===== src/rtl/fetch_queue_types.sv =====
// Shared types and sizing for the fetch queue.
//   entry_t  : one buffered fetch result {pc, instr}
//   input_t  : every signal driven into the queue (clock and reset included)
//   output_t : every signal driven out of the queue
package fetch_queue_types;

    localparam int unsigned DEPTH   = 4;
    localparam int unsigned PC_W    = 64;
    localparam int unsigned INSTR_W = 64;
    localparam int unsigned PTR_W   = $clog2(DEPTH);
    localparam int unsigned CNT_W   = $clog2(DEPTH + 1);

    typedef struct packed {
        logic [PC_W-1:0]    pc;
        logic [INSTR_W-1:0] instr;
    } entry_t;

    typedef struct packed {
        logic               clk;
        logic               rst_n;
        logic               flush;
        logic               enq_valid;
        logic [PC_W-1:0]    enq_pc;
        logic [INSTR_W-1:0] enq_instr;
        logic               deq_ready;
    } input_t;

    typedef struct packed {
        logic               enq_ready;
        logic               deq_valid;
        logic [PC_W-1:0]    deq_pc;
        logic [INSTR_W-1:0] deq_instr;
        logic [CNT_W-1:0]   count;
    } output_t;

endpackage


===== src/rtl/fetch_queue.sv =====
// Instruction buffer between fetch and decode: a DEPTH-entry FIFO of {pc, instr}
// with valid/ready handshakes on both sides and a synchronous flush.
// Ports:
//   fetch_queue_input  : clk, rst_n (async, active-low), flush, enq_valid,
//                        enq_pc, enq_instr, deq_ready
//   fetch_queue_output : enq_ready, deq_valid, deq_pc, deq_instr, count
// No bypass: an entry written at an edge appears on deq_* only after that edge.
module fetch_queue
    import fetch_queue_types::*;
(
    input  input_t  fetch_queue_input,
    output output_t fetch_queue_output
);

    logic clk;
    logic rst_n;
    logic flush;

    assign clk   = fetch_queue_input.clk;
    assign rst_n = fetch_queue_input.rst_n;
    assign flush = fetch_queue_input.flush;

    entry_t             storage_q [DEPTH];
    logic [PTR_W-1:0]   head_q;
    logic [PTR_W-1:0]   tail_q;
    logic [CNT_W-1:0]   count_q;

    logic               full;
    logic               empty;
    logic               enq_fire;
    logic               deq_fire;
    entry_t             enq_entry;

    assign full      = (count_q == CNT_W'(DEPTH));
    assign empty     = (count_q == '0);
    // Ready/valid depend only on registered occupancy, never on the other side.
    assign enq_fire  = fetch_queue_input.enq_valid & ~full;
    assign deq_fire  = fetch_queue_input.deq_ready & ~empty;
    assign enq_entry = '{pc: fetch_queue_input.enq_pc, instr: fetch_queue_input.enq_instr};

    always_ff @(posedge clk or negedge rst_n) begin
        if (!rst_n) begin
            head_q  <= '0;
            tail_q  <= '0;
            count_q <= '0;
            for (int i = 0; i < DEPTH; i++) begin
                storage_q[i] <= '0;
            end
        end else if (flush) begin
            // Same-cycle enqueue is dropped and dequeue has no effect; storage keeps stale data.
            head_q  <= '0;
            tail_q  <= '0;
            count_q <= '0;
        end else begin
            if (enq_fire) begin
                storage_q[tail_q] <= enq_entry;
                tail_q            <= tail_q + PTR_W'(1);
            end
            if (deq_fire) begin
                head_q <= head_q + PTR_W'(1);
            end
            unique case ({enq_fire, deq_fire})
                2'b10:   count_q <= count_q + CNT_W'(1);
                2'b01:   count_q <= count_q - CNT_W'(1);
                default: count_q <= count_q;
            endcase
        end
    end

    always_comb begin
        fetch_queue_output           = '0;
        fetch_queue_output.enq_ready = ~full;
        fetch_queue_output.deq_valid = ~empty;
        fetch_queue_output.deq_pc    = storage_q[head_q].pc;
        fetch_queue_output.deq_instr = storage_q[head_q].instr;
        fetch_queue_output.count     = count_q;
    end

`ifndef SYNTHESIS
    a_no_enq_when_full : assert property (@(posedge clk) disable iff (!rst_n)
        !(enq_fire && full));

    a_no_deq_when_empty : assert property (@(posedge clk) disable iff (!rst_n)
        !(deq_fire && empty));

    // Pointer distance matches occupancy; equal pointers mean empty or full.
    a_count_matches_ptrs : assert property (@(posedge clk) disable iff (!rst_n)
        (PTR_W'(tail_q - head_q) == count_q[PTR_W-1:0]) && (count_q <= CNT_W'(DEPTH)) &&
        ((tail_q != head_q) || empty || full));
`endif

endmodule


===== config.mk =====
export PLATFORM = sky130hd
export DESIGN_NAME = fetch_queue
export DESIGN_NICKNAME = d
export VERILOG_FILES = /design/src/rtl/fetch_queue_types.sv /design/src/rtl/fetch_queue.sv
export SDC_FILE = /design/constraint.sdc
export NUM_CORES = 1
export LEC_CHECK = 0
export CORE_ASPECT_RATIO = 1.25
export CORE_UTILIZATION = 60
export CTS_BUF_LIST = sky130_fd_sc_hd__clkbuf_16
export CTS_CLUSTER_DIAMETER = 30
export CTS_CLUSTER_SIZE = 8
export DETAILED_ROUTE_END_ITERATION = 8
export GPL_TIMING_DRIVEN = 0
export PLACE_DENSITY = 0.91
export SKIP_CTS_REPAIR_TIMING = 1
export SKIP_LAST_GASP = 1
export SLEW_MARGIN = 20
export SYNTH_ARGS = -nofsm -noshare
export SYNTH_HDL_FRONTEND = slang
export SYNTH_SLANG_ARGS = --single-unit

===== constraint.sdc =====
create_clock -name fetch_queue_input -period 6.3 [get_ports fetch_queue_input]
set_input_delay 0.63 -clock fetch_queue_input [delete_from_list [all_inputs] [get_ports fetch_queue_input]]
set_output_delay 0.63 -clock fetch_queue_input [all_outputs]
set_load 0.05 [all_outputs]

==> results of run 1 <==
[synthesized netlist by cell type, types with 3 or more instances]
master    number  area, µm²
dfrtp_1      519      13000
mux2_2       392       4410
mux4_2       128       2880
mux2_4       120       1800
buf_4         37        278
buf_2         20        100
buf_6         15        169
clkbuf_1      12       45.0
buf_1          6       22.5
nand3_1        6       30.0
nor2_1         5       18.8
a21oi_1        4       20.0
ha_1           4       50.1
a31oi_1        3       18.8
inv_1          3       11.3
nand2b_1       3       18.8
nand3b_1       3       22.5
[cell families after synthesis]
logic type / count (synthesis)
buffers and inverters: 94
AND/OR/NAND/NOR: 25
flip-flops: 519
XOR/XNOR: 4
adder cells (fa/ha/maj): 5
AO/OA/AOI/OAI: 15
multiplexers: 640
[through the flow]
step	hold slack (ns)	instances	worst slack (ns)	utilization, %
floorplan	-0.296	1302	1.58	-
global placement	-0.296	1921	1.58	66.6
detailed placement	-0.296	1921	1.58	66.6
==> impl_results.md, run 1 <==
- Status: did not finish
- Failing step: 4_1_cts
- Log Error: [ERROR DPL-0038] Utilization greater than 100%, impossible to legalize
- Ys flop type: dfrtp_1
- Starting density of the core: just over 60%
- Post-Synth Simple-Gate Area: less than 1%
- Post-Synth Adder-Cell Area: 0.304%
- Synth unique cells: 35
- Post-Synth XOR/XNOR Area: less than 1%
- PortBufs: between 100 and 150
- EDFF count, synth: 0
- Largest family of logic cells by synthesized area: multiplexers
- DP HPWL: roughly 32 mm
- Mux share of post-synthesis cell area: approximately two fifths
- Row count: 79
- Placed Area: 25000 µm²
- Chip width: roughly 180 µm
- Die height: ~220 µm
- Synth Area in Compound Gates: 0.417%
- Post-synth ARST share: 100%
- I/O Pins: approximately 270
- Mapped Cells: between 1000 and 1500
- GP Congestion: 0.773
- Sequential fraction of the synthesis area: 56.3%
- Seq cells post-synth: 519
- Synthesized area: 23100 µm²
- Syn_nets: roughly 1400
- Syn. warnings: 0
- Post-Synthesis Mean Instance Area: between 15 and 20 µm²
==> run 2: changes to the inputs <==
- CORE_ASPECT_RATIO: 1.25 -> not set
- CORE_UTILIZATION: 60 -> 40
- CTS_BUF_LIST: sky130_fd_sc_hd__clkbuf_16 -> not set
- CTS_CLUSTER_DIAMETER: 30 -> not set
- CTS_CLUSTER_SIZE: 8 -> not set
- PLACE_DENSITY: 0.91 -> not set
- PLACE_DENSITY_LB_ADDON: not set -> 0.15
==> impl_results.md, run 2 <==
- Status: finished with violations
- Failing checks: negative hold slack
- Total iterations of the first detailed-routing run: 6
- Synth area leaders: dfrtp_1 (56%), mux2_2 (19%), mux4_2 (12%), mux2_4 (7.8%), buf_4 (1.2%)
- Post-synth top area cell: dfrtp_1
- Setup Crit Path Kind: clock port to flip-flop
- Layout cells sized above 1: a little over three fifths
- Post-synth ARST share: between 90% and 100%
- Layout area overhead: 99.3%
- Max VDD drop: 0.565 mV
- Slew Limit Fails: 0
- Critical Path AT: a little over 6 ns
- EDFF count, synth: 0
- Wire per inst: between 20 and 30 µm
- Starting density of the core: about two fifths
- Most common cell in the netlist: dfrtp_1
- Largest family of logic cells by synthesized area: multiplexers
- RSZ-0062 raised after global routing: no
- Critical Path Fanout Max: 5
- Critical path capture point type: flip-flop
- CP Cell Sequence: clkbuf_16 -> clkbuf_16 -> clkbuf_1 -> clkbuf_16 -> clkbuf_16 -> o31ai_1 -> clkbuf_16 -> clkbuf_16 -> nor2_1 -> fa_1 -> clkbuf_16 -> clkbuf_16 -> nand2b_1 -> clkbuf_16 -> clkbuf_16 -> or4_1 -> a31oi_1
- Mux share of post-synthesis cell area: about two fifths
- Ys flop type: dfrtp_1
- Post-Synth XOR/XNOR Area: 0.152%
- Synth unique cells: 35
- Synth Area in Compound Gates: less than 1%
- First-pass GRT wire length: ~140 mm
- Overflow after GRT: 0
- Drt initial violations: 1616
- Max-cap violations: 0
- All-layer global routing usage: 32.7%
- Synth top area share: between 50% and 60%
- Syn. warnings: 0
- Synth cell count leaders: dfrtp_1 (519), mux2_2 (392), mux4_2 (128), mux2_4 (120), buf_4 (37)
- CP max stage cell: fa_1
- Worst Skew: 0.0292 ns
- Chip width: around 240 µm
- DP HPWL: ~34 mm
- Most common cell after layout, fill and taps aside: clkbuf_16
- Reg with most FFs: storage_q
- Met3 WL: roughly 14 mm
- Die height: 242 µm
- Number of global-route vias before repair: roughly 30000
- Most frequent cells in the layout: clkbuf_16 (738), dfrtp_1 (519), mux2_2 (392), clkbuf_1 (163), clkdlybuf4s50_1 (133)
- Worst Setup Start Kind: clock port
- I/O Pins: ~270
- Post-Synth Simple-Gate Area: less than 1%
- Length of routed wiring on met1: approximately 25 mm
- Post-Synth Adder-Cell Area: less than 1%
- Die footprint: 58700 µm²
- Leakage: around 0.022 µW
- Antenna violations before repair: 0
- Clock latency on the worst-skew pair: between 0.6 and 0.7 ns
- Vias post-DR: between 15000 and 20000
- Row count: between 80 and 90
- Highest routed layer: met5
- Final hold viol count: 1038
- Post-route setup TNS: 0 ns
- Most frequent CP cell: clkbuf_16
- TritonCTS clock tree: done
- DR DRC count: 0
- Worst-Margin Slew: approximately 0.83 ns
- GP Congestion: between 0.7 and 0.8
- Final setup viols: 0
- Mapped Cells: around 1300
- R2r endpoint: count_q[2]
- Biggest regs: storage_q: 512 flops, count_q: 3 flops
- Core ar.: around 57000 µm²
- Reg2reg start: count_q[0]
- Reg-to-reg slack, setup: 2.75 ns
- Post-Synthesis Mean Instance Area: roughly 18 µm²
- Routed WL: a little under 90 mm
- Hold Path Class: clock port to async pin
- CTS clk-pin slew, worst paths: 0.07 ns
- Flip-flop count of the largest register after layout: ~510
- Hold slack: -0.365 ns
- Syn_nets: 1440
- Via-to-Cell Ratio: ~5.8
- Seq cells post-synth: around 520
- WL met2: 39.5 mm
- Req. time, crit path: 6.82 ns
- Largest net degree at the start of global routing: 15
- Ant diodes: 0
- Max incr delay on CP: slightly above 0.4 ns
- Synthesized area: about 23000 µm²
- Nets: 2307
- Post-route ant nets: 0
- Slew headroom: 44.5%
- Sequential fraction of the synthesis area: approximately 56%
- PortBufs: between 100 and 150
- Power Density: ~900 nW/µm²
- R2r worst-path depth: 13
run 2: cell counts after synthesis:
Identical to the previous run, type by type.
run 2: metal layers:
layer	GRT usage, %	up-vias
li1	-	6972
met1	16.9	8912
met2	34.4	1949
met3	44.5	704
met4	55.1	6
met5	6.37	-
run 2: critical path, delay by kind of cell:
| kind | cells | cell delay [ns] |
|---|---|---|
| buffers and inverters | 11 | 1.67 |
| and+or+nand+nor | 3 | 0.61 |
| adders and majority gates | 1 | 0.41 |
| AOI/OAI and AO/OA | 2 | 0.33 |
run 2: cell families (layout without fill, tap and decap cells):
group | Yosys count | in the layout
buffers and inverters | 94 | 1222
XOR/XNOR | 4 | 4
AO/OA/AOI/OAI | 15 | 15
adder cells (fa/ha/maj) | 5 | 5
multiplexers | 640 | 640
flip-flops | 519 | 519
AND/OR/NAND/NOR | 25 | 25
run 2: worst max-delay path by stage:
| stage | startpoint | end | slack [ns] | cells after the start |
|---|---|---|---|---|
| 2_1_floorplan | fetch_queue_input[0] | count_q[2] | 1.58 | 7 |
| 3_3_place_gp | fetch_queue_input[0] | count_q[2] | 1.58 | 7 |
| 3_5_place_dp | fetch_queue_input[0] | count_q[2] | 1.58 | 7 |
| 4_1_cts | fetch_queue_input[0] | count_q[2] | 0.58 | 17 |
| 5_1_grt | fetch_queue_input[0] | count_q[2] | 0.50 | 17 |
| 6_report | fetch_queue_input[0] | count_q[2] | 0.62 | 17 |
run 2: cell type report:
cell class,count,area (µm²)
Buffer,90,616
Clock buffer,903,19200
Clock inverter,93,1430
Fill cell,2557,10700
Inverter,3,11.3
Multi-Input combinational cell,689,9460
Sequential cell,519,13000
Tap cell,756,946
Timing Repair Buffer,133,1330
run 2: report_power, final:
part           internal (µW)  switching, µW
Combinational              0              0
Clock                  26900          11000
Sequential              3680              0
run 2: per-stage QoR:
step	worst slack, ns	cells	utilization [%]	instance area, µm²	total power (µW)
after floorplan	1.58	1302	-	23100	10100
after global placement	1.58	2191	44.7	25400	10100
after detailed placement	1.58	2191	44.7	25400	10100
after CTS	0.584	3186	81.1	46000	42800
after global routing	0.500	3186	81.1	46000	43700
final	0.620	3186	81.1	46000	41500
Note: power is estimated with default switching activity, not from simulation.
